==> config.mk <==
export PLATFORM = sky130hd
export DESIGN_NAME = snn_host_ctrl_flat
export DESIGN_NICKNAME = d
export VERILOG_FILES = /design/src/rtl/snn_host_pkg.sv /design/src/rtl/snn_host_if.sv /design/src/rtl/snn_host_ctrl_resp_timer.sv /design/src/rtl/snn_host_ctrl.sv /design/src/flat_wrapper.sv
export SDC_FILE = /design/constraint.sdc
export NUM_CORES = 1
export LEC_CHECK = 0
export CELL_PAD_IN_SITES_DETAIL_PLACEMENT = 1
export CELL_PAD_IN_SITES_GLOBAL_PLACEMENT = 1
export CORE_MARGIN = 4
export CORE_UTILIZATION = 35
export CTS_BUF_LIST = sky130_fd_sc_hd__clkbuf_2 sky130_fd_sc_hd__clkbuf_4 sky130_fd_sc_hd__clkbuf_8
export DETAILED_ROUTE_END_ITERATION = 6
export PLACE_DENSITY = 0.64
export SYNTH_ARGS = -nofsm -noshare
export SYNTH_HDL_FRONTEND = slang
export SYNTH_SLANG_ARGS = --single-unit
export TNS_END_PERCENT = 20
==> constraint.sdc <==
create_clock -name clk -period 5.5 [get_ports clk]
set_input_delay 1.65 -clock clk [delete_from_list [all_inputs] [get_ports clk]]
set_output_delay 1.65 -clock clk [all_outputs]
set_load 0.01 [all_outputs]
==> src/rtl/snn_host_pkg.sv <==
// Shared types and sizes for the host-side image sender.
package snn_host_pkg;

  localparam int unsigned IMG_BITS      = 784;
  localparam int unsigned BITS_PER_BYTE = 8;
  localparam int unsigned NUM_BYTES     = IMG_BITS / BITS_PER_BYTE;
  localparam int unsigned MAX_DIGIT     = 9;
  localparam int unsigned ADDR_W        = 10;
  localparam int unsigned BYTE_IDX_W    = 7;
  localparam int unsigned BIT_IDX_W     = 3;
  localparam int unsigned CNT_W         = 4;
  localparam int unsigned FETCH_CYC     = BITS_PER_BYTE + 1;
  localparam int unsigned DATA_W        = 8;
  localparam int unsigned DIGIT_W       = 4;

  typedef enum logic [2:0] {
    IDLE,
    FETCH,
    SEND,
    TX_WAIT,
    RESP_WAIT,
    FINISH
  } state_t;

  // ROM bit address of bit k within image byte n
  function automatic logic [ADDR_W-1:0] bit_addr(input logic [BYTE_IDX_W-1:0] n,
                                                 input logic [BIT_IDX_W-1:0]  k);
    return {n, k};
  endfunction

endpackage

==> src/rtl/snn_host_if.sv <==
// Image ROM and UART byte-level signals seen by the host controller.
interface snn_host_if;
  import snn_host_pkg::*;

  logic [ADDR_W-1:0] rom_addr;
  logic              rom_q;
  logic              tx_start;
  logic [DATA_W-1:0] tx_data;
  logic              tx_rdy;
  logic              rx_rdy;
  logic [DATA_W-1:0] rx_data;

  modport master (
    output rom_addr, tx_start, tx_data,
    input  rom_q, tx_rdy, rx_rdy, rx_data
  );

  modport slave (
    input  rom_addr, tx_start, tx_data,
    output rom_q, tx_rdy, rx_rdy, rx_data
  );

endinterface

==> src/rtl/snn_host_ctrl_resp_timer.sv <==
// Response timeout counter: expired is high on the cycle the count equals TIMEOUT-1.
module resp_timer #(
  parameter int unsigned TIMEOUT = 5_000_000
) (
  input  logic clk,
  input  logic rst_n,
  input  logic clr,
  input  logic en,
  output logic expired
);

  localparam int unsigned CW = (TIMEOUT > 2) ? $clog2(TIMEOUT) : 1;

  logic [CW-1:0] count;

  // expired is registered one step early so it lines up with count == TIMEOUT-1
  always_ff @(posedge clk or negedge rst_n) begin
    if (!rst_n) begin
      count   <= '0;
      expired <= 1'b0;
    end else if (clr) begin
      count   <= '0;
      expired <= 1'b0;
    end else if (en) begin
      count   <= count + CW'(1);
      expired <= (count == CW'(TIMEOUT - 2));
    end else begin
      expired <= 1'b0;
    end
  end

endmodule

==> src/rtl/snn_host_ctrl.sv <==
// Sends a 784-bit ROM image as 98 UART bytes, then waits for the classification byte.
module snn_host_ctrl
  import snn_host_pkg::*;
#(
  parameter int unsigned TIMEOUT = 5_000_000
) (
  input  logic               clk,
  input  logic               rst_n,
  input  logic               go,
  snn_host_if.master         bus,
  output logic               busy,
  output logic               done,
  output logic [DIGIT_W-1:0] digit,
  output logic               err_timeout,
  output logic               err_range
);

  state_t                state_q, state_n;
  logic [BYTE_IDX_W-1:0] n_q, n_n;
  logic [CNT_W-1:0]      cnt_q, cnt_n;
  logic [ADDR_W-1:0]     rom_addr_q, rom_addr_n;
  logic                  tx_start_q, tx_start_n;
  logic [DATA_W-1:0]     tx_data_q, tx_data_n;
  logic                  busy_q, busy_n;
  logic                  done_q, done_n;
  logic [DIGIT_W-1:0]    digit_q, digit_n;
  logic                  err_timeout_q, err_timeout_n;
  logic                  err_range_q, err_range_n;
  logic                  tmr_clr, tmr_en, tmr_expired;
  logic                  last_byte_c;

  assign last_byte_c = (n_q == BYTE_IDX_W'(NUM_BYTES - 1));

  resp_timer #(.TIMEOUT(TIMEOUT)) u_resp_timer (
    .clk     (clk),
    .rst_n   (rst_n),
    .clr     (tmr_clr),
    .en      (tmr_en),
    .expired (tmr_expired)
  );

  // State and all registered outputs
  always_ff @(posedge clk or negedge rst_n) begin
    if (!rst_n) begin
      state_q       <= IDLE;
      n_q           <= '0;
      cnt_q         <= '0;
      rom_addr_q    <= '0;
      tx_start_q    <= 1'b0;
      tx_data_q     <= '0;
      busy_q        <= 1'b0;
      done_q        <= 1'b0;
      digit_q       <= '0;
      err_timeout_q <= 1'b0;
      err_range_q   <= 1'b0;
    end else begin
      state_q       <= state_n;
      n_q           <= n_n;
      cnt_q         <= cnt_n;
      rom_addr_q    <= rom_addr_n;
      tx_start_q    <= tx_start_n;
      tx_data_q     <= tx_data_n;
      busy_q        <= busy_n;
      done_q        <= done_n;
      digit_q       <= digit_n;
      err_timeout_q <= err_timeout_n;
      err_range_q   <= err_range_n;
    end
  end

  // Next-state and next-output logic
  always_comb begin
    state_n       = state_q;
    n_n           = n_q;
    cnt_n         = cnt_q;
    rom_addr_n    = rom_addr_q;
    tx_start_n    = 1'b0;
    tx_data_n     = tx_data_q;
    busy_n        = busy_q;
    done_n        = 1'b0;
    digit_n       = digit_q;
    err_timeout_n = err_timeout_q;
    err_range_n   = err_range_q;
    tmr_clr       = 1'b0;
    tmr_en        = 1'b0;

    case (state_q)
      IDLE: begin
        if (go) begin
          n_n           = '0;
          cnt_n         = '0;
          rom_addr_n    = bit_addr('0, '0);
          err_timeout_n = 1'b0;
          err_range_n   = 1'b0;
          busy_n        = 1'b1;
          state_n       = FETCH;
        end
      end

      // cnt 0..7 presents address k=cnt; rom_q for k=cnt-1 arrives one cycle later
      FETCH: begin
        if (cnt_q != '0) begin
          tx_data_n[BIT_IDX_W'(cnt_q - CNT_W'(1))] = bus.rom_q;
        end
        if (cnt_q < CNT_W'(BITS_PER_BYTE - 1)) begin
          rom_addr_n = bit_addr(n_q, BIT_IDX_W'(cnt_q + CNT_W'(1)));
        end
        if (cnt_q == CNT_W'(FETCH_CYC - 1)) begin
          cnt_n   = '0;
          state_n = SEND;
        end else begin
          cnt_n = cnt_q + CNT_W'(1);
        end
      end

      SEND: begin
        if (bus.tx_rdy) begin
          tx_start_n = 1'b1;
          cnt_n      = '0;
          state_n    = TX_WAIT;
        end
      end

      // First cycle skipped: tx_rdy only drops after the transmitter sees tx_start
      TX_WAIT: begin
        if (cnt_q == '0) begin
          cnt_n = CNT_W'(1);
        end else if (bus.tx_rdy) begin
          cnt_n = '0;
          if (last_byte_c) begin
            tmr_clr = 1'b1;
            state_n = RESP_WAIT;
          end else begin
            n_n        = n_q + BYTE_IDX_W'(1);
            rom_addr_n = bit_addr(n_q + BYTE_IDX_W'(1), BIT_IDX_W'(0));
            state_n    = FETCH;
          end
        end
      end

      // A received byte takes priority over a coincident timeout
      RESP_WAIT: begin
        tmr_en = 1'b1;
        if (bus.rx_rdy) begin
          if (bus.rx_data <= DATA_W'(MAX_DIGIT)) begin
            digit_n = bus.rx_data[DIGIT_W-1:0];
          end else begin
            err_range_n = 1'b1;
          end
          done_n  = 1'b1;
          busy_n  = 1'b0;
          state_n = FINISH;
        end else if (tmr_expired) begin
          err_timeout_n = 1'b1;
          done_n        = 1'b1;
          busy_n        = 1'b0;
          state_n       = FINISH;
        end
      end

      FINISH: begin
        state_n = IDLE;
      end

      default: begin
        state_n = IDLE;
      end
    endcase
  end

  assign bus.rom_addr = rom_addr_q;
  assign bus.tx_start = tx_start_q;
  assign bus.tx_data  = tx_data_q;
  assign busy         = busy_q;
  assign done         = done_q;
  assign digit        = digit_q;
  assign err_timeout  = err_timeout_q;
  assign err_range    = err_range_q;

endmodule

==> src/flat_wrapper.sv <==
// flat-port wrapper written by rule: the top's interface ports become plain ports
module snn_host_ctrl_flat import snn_host_pkg::*;
#(
  parameter int unsigned TIMEOUT = 5_000_000
)
  (clk, rst_n, go, busy, done, digit, err_timeout, err_range, bus_rom_addr, bus_tx_start, bus_tx_data, bus_rom_q, bus_tx_rdy, bus_rx_rdy, bus_rx_data);
  snn_host_if bus_i ();
  input  logic clk;
  input  logic rst_n;
  input  logic go;
  output logic busy;
  output logic done;
  output logic [DIGIT_W-1:0] digit;
  output logic err_timeout;
  output logic err_range;
  output wire logic [$bits(bus_i.rom_addr)-1:0] bus_rom_addr;
  output wire logic [$bits(bus_i.tx_start)-1:0] bus_tx_start;
  output wire logic [$bits(bus_i.tx_data)-1:0] bus_tx_data;
  input wire logic [$bits(bus_i.rom_q)-1:0] bus_rom_q;
  input wire logic [$bits(bus_i.tx_rdy)-1:0] bus_tx_rdy;
  input wire logic [$bits(bus_i.rx_rdy)-1:0] bus_rx_rdy;
  input wire logic [$bits(bus_i.rx_data)-1:0] bus_rx_data;
  assign bus_rom_addr = bus_i.rom_addr;
  assign bus_tx_start = bus_i.tx_start;
  assign bus_tx_data = bus_i.tx_data;
  assign bus_i.rom_q = bus_rom_q;
  assign bus_i.tx_rdy = bus_tx_rdy;
  assign bus_i.rx_rdy = bus_rx_rdy;
  assign bus_i.rx_data = bus_rx_data;
  snn_host_ctrl #(.TIMEOUT(TIMEOUT)) u_core (.clk(clk), .rst_n(rst_n), .go(go), .bus(bus_i), .busy(busy), .done(done), .digit(digit), .err_timeout(err_timeout), .err_range(err_range));
endmodule
# [Word-level counts from Yosys, hierarchy flattened]
# Cells that the tools add are included.
# Widths: inputs -> output; s select.
[totals] register_bits=65 word_cells=111
[op_classes] order_cmp=4 n_reduce_logical=18 add_sub_neg=4 eq_ne=19 n_mux=53
[ops] operator="$mux 10" count=5
[ops] operator="$mux 23" count=2
[ops] operator="$pmux 10 s3" count=1
[ops] operator="$mux 7" count=4
[ops] operator="$mux 3" count=8
[ops] operator="$add 23x1->23 const B" count=1
[ops] operator="$eq 23x23->1 const B" count=1
[ops] operator="$mux 1" count=21
[ops] operator="$ne 2x2->1 const B" count=9
[ops] operator="$mux 4" count=4
[ops] operator="$pmux 4 s4" count=1
[ops] operator="$pmux 3 s5" count=1
[ops] operator="$pmux 7 s2" count=1
[ops] operator="$reduce_and 6->1" count=2
[ops] operator="$bwmux 8" count=1
[ops] operator="$le 8x4->1 const B" count=1
[ops] operator="$reduce_and 4->1" count=2
[ops] operator="$reduce_bool 4->1" count=2
[ops] operator="$add 7x1->7 const B" count=1
[ops] operator="$eq 7x7->1 const B" count=1
[ops] operator="$eq 3x2->1 const B" count=2
[ops] operator="$pmux 1 s2" count=3
[ops] operator="$reduce_and 3->1" count=2
[ops] operator="$reduce_bool 2->1" count=3
[ops] operator="other kinds (17)" count=19

# [Logic depth before layout (Yosys ltp)]
[depth] ltp_word=6 depth_mapped=8 depth_no_buf=6

# [By module]
# A second synthesis with hierarchy kept.
[hier_totals] hier_cells=364 area_unflattened_um2=3673.5
[by_module_without_submodules] module="snn_host_ctrl" cells_per_inst=229 instances=1 seq_area_each_um2=1026.0 area_each_um2=2324.7
[by_module_without_submodules] module="resp_timer" cells_per_inst=135 instances=1 seq_area_each_um2=600.6 area_each_um2=1348.8

# [Least setup slack after synthesis]
# No wires, ideal clock.
[synth_path] path_type="input -> register" from="input bus_tx_rdy" to="register u_core.rom_addr_q[0] (netlist: u_core.bus.rom_addr[0])" required_time_ps=5375 arrival_ps=2866 path_buffers=0 setup_slack_ps=2510 cell_stages=4 path_cell_list="o21ai_0 o2bb2ai_1 a2111oi_4 mux2_2"
[synth_via] elab_chain_cells=2
[synth_lines] item="from (decl)" line="flat_wrapper.sv:20" text="input wire logic [$bits(bus_i.tx_rdy)-1:0] bus_tx_rdy;"
[synth_lines] item="$ne 2x2->1 (no line)"
[synth_lines] item="$reduce_and 6->1 (no line)"
[synth_lines] item="to (signal assigned)" line="snn_host_ctrl.sv:60" text="rom_addr_q <= rom_addr_n;"
[synth_lines] item="to (decl)" line="snn_host_ctrl.sv:21" text="logic [ADDR_W-1:0] rom_addr_q, rom_addr_n;"
# No other way between the ends.
# A chain may end at the register's enable or synchronous reset.

# [Final worst setup path]
[layout_path] from="input bus_tx_rdy" to="register u_core.rom_addr_q[6] (netlist: u_core.bus.rom_addr[6])"
# The elaborated chain is that of the path after synthesis.

==> flow_summary.toml <==
[status]
outcome = "completed"

[power_and_ir_drop]
seqPwrFrac = 0.397
power.internal_w = 0.00108
p_leak_nw = 1.71
power_frac_comb = 0.351
p_sw_w = 0.000579
p_total_w = 0.00166
ir_drop_v = 0.000207
powerDensity_nw_per_um2 = 395
clkPwrFrac = 0.252
switching_share = 0.350

[sta]
slew_headroom = 0.303
fmax_mhz = 291
setup_ws_ns = 2.06
rsz0062_at_grt = "no"
drv_slew = 0
hold_viol = 0
fin_tns_setup_ns = 0
post-route-min-period_ns = 3.44
clock_skew_ns = 0.00870
period_share = 0.625
worstMarginPinSlew_ns = 1.04
setup_viol = 0

[synth]
synth_area_sq_um = 3510
synth.area.mux_share = 0.0701
synth-adder-area-share = 0.0214
yosys.area_share.xor_xnor = 0.0399
syn-num-nets = 373
synth_edf_count = 0
yosys_warnings = 0
ys_async_sr_fraction = 1.00
syn-instance-count = 353
synth-compound-area-share = 0.126
synth_seq_cells = 65
seq_area_frac_synth = 0.463
syn_area_per_cell_sq_um = 9.96
synth-simple-area-share = 0.237
synth_top_family_by_area = "simple AND/OR/NAND/NOR gates"
synth_cell_type_count = 55
synthFlopType = "dfrtp_1"

[clocking]
post_cts_buffers = 0
clock_path_buffers = 2
cts_max_level = 3
cts-resized-gates = 0
root_buffer = "clkbuf_8"
cts-buffers-inserted = 9
hold_buffers = 0
clock_latency_ns = 0.35
cts_tree = "yes"
cts.sinks = 65
clk_pin_slew_ns = 0.08

[grt]
antenna_found_initial = 0
grt_pass1_vias = 3011
grt_usage = 0.163
grt-ovfl-total = 0
grt_first_pass_wirelength_um = 15200
grt_max_degree = 36

[final_layout]
final_cell_mix = "dfrtp_1, clkdlybuf4s50_1, nor2_1"
fin_nets = 407
layout-drive-gt1-share = 0.138
diodes = 0
area_delta_synth_final_pct = 19.3
final_common_cell = "dfrtp_1"

[setup_path]
critPathKind = "in2reg"
endpoint_kind = "flop"
cp.required_ns = 5.73
cp_cell_sequence = "clkdlybuf4s50_1 -> o21ai_0 -> o2bb2ai_1 -> a2111oi_4 -> mux2_2"
cp-start-kind = "input port"
slowest_stage = "a2111oi_4"
cpLargestDelayFamily = "compound AO/OA/AOI/OAI gates"
crit_path_max_fanout = 10
cp.arrival_ns = 3.67
crit_buf_inv = 1
critical-path-max-stage-delay_ns = 0.74

[hold_path]
hold_class = "reg2reg"

[place]
hpwl_um = 6070
place_ws_ns = 1.67
routabilityCongestion = 0.787
port_buffers = 40

[routing]
dr.pass1.iters = 4
num_vias = 2801
drtIter0Drc = 130
antenna_left = 0
post_drt_wl_per_cell_um = 16.6
drcViolationCount = 0
vias_per_cell = 5.34
wl_um = 8710

[floorplan]
die_h_um = 108
die_area_sq_um = 11700
fp.dieW_um = 108
initial_core_util = 0.360
coreArea_sq_um = 9770
num_rows = 36
ioPinCount = 41

[job]
maxCapViolations = 0
-- path summary, 6_finish.rpt --
kind	startpoint	endpoint	slack [ns]	cells after the start
min in group asynchronous	rst_n	u_core.u_resp_timer.count[17]	1.36	1
hold / removal	u_core.digit[3]	u_core.digit[3]	0.51	1
setup reg to reg	u_core.state_q[2]	u_core.u_resp_timer.count[15]	2.60	4
hold reg to reg	u_core.digit[3]	u_core.digit[3]	0.51	1
setup / recovery	bus_tx_rdy	u_core.bus.rom_addr[6]	2.06	5
max in group asynchronous	rst_n	u_core.u_resp_timer.count[2]	3.18	2
-- area by class of cell --
type	count	area (sq um)
clock buffer	11	145
clock inverter	5	55.1
inverter	15	56.3
sequential	65	1630
timing repair buffer	41	403
fill	1126	5580
multi-input combinational	255	1740
tap	133	166
-- routing by layer --
metal  track usage  share of wire
met4        0.0478          0.012
met5             0              0
met1         0.215           0.46
met2         0.270           0.51
met3        0.0358          0.021
-- power by group through the flow --
stage                     logic, W  clock network, W  registers [W]
after floorplan           0.000404                 0       0.000637
after global placement    0.000577                 0       0.000662
after detailed placement  0.000587                 0       0.000667
after CTS                 0.000591          0.000436       0.000658
after global routing      0.000641          0.000456       0.000678
final                     0.000581          0.000417       0.000657
-- Yosys cell counts, drive strengths merged, types with 3 or more instances --
cell | n | area share
dfrtp | 65 | 0.46
o22a | 5 | 0.012
o22ai | 3 | 0.0053
or3 | 7 | 0.012
nand2b | 9 | 0.016
buf | 9 | 0.016
nor2 | 33 | 0.035
or3b | 4 | 0.010
nor3 | 10 | 0.014
nor4b | 3 | 0.0075
or4 | 8 | 0.018
and3 | 6 | 0.011
xor2 | 11 | 0.027
o31ai | 6 | 0.013
clkbuf | 9 | 0.010
nand3 | 12 | 0.017
ha | 6 | 0.021
nand2 | 20 | 0.021
mux2 | 21 | 0.067
nor3b | 7 | 0.016
a21oi | 18 | 0.026
inv | 15 | 0.016
nand4 | 12 | 0.021
o21ai | 19 | 0.028
nor4 | 3 | 0.0053
xnor2 | 5 | 0.012
-- kinds of logic after synthesis --
kind of cell,Yosys count
AO/OA/AOI/OAI,66
XOR/XNOR,16
adder cells (fa/ha/maj),6
buffers and inverters,33
flip-flops,65
multiplexers,22
AND/OR/NAND/NOR,145
-- through the flow --
step	std cells	hold slack [ns]	area, sq um	utilization
5_1_grt	525	0.520	4190	0.429
3_5_place_dp	509	0.495	3990	0.409
3_3_place_gp	509	0.490	3990	0.409
2_1_floorplan	353	0.515	3510	-
4_1_cts	525	0.514	4190	0.429
6_report	525	0.510	4190	0.429
-- registers in the layout, indices dropped and copies added (netlist names) --
register,cells
u_core.cnt_q,4
u_core.u_resp_timer.count,23
u_core.done,1
u_core.bus.tx_data,8
u_core.n_q,7
u_core.err_range,1
u_core.busy,1
u_core.state_q,3
u_core.bus.tx_start,1
u_core.digit,4
u_core.u_resp_timer.expired,1
u_core.bus.rom_addr,10
u_core.err_timeout,1
(Power assumes the default switching activity.)
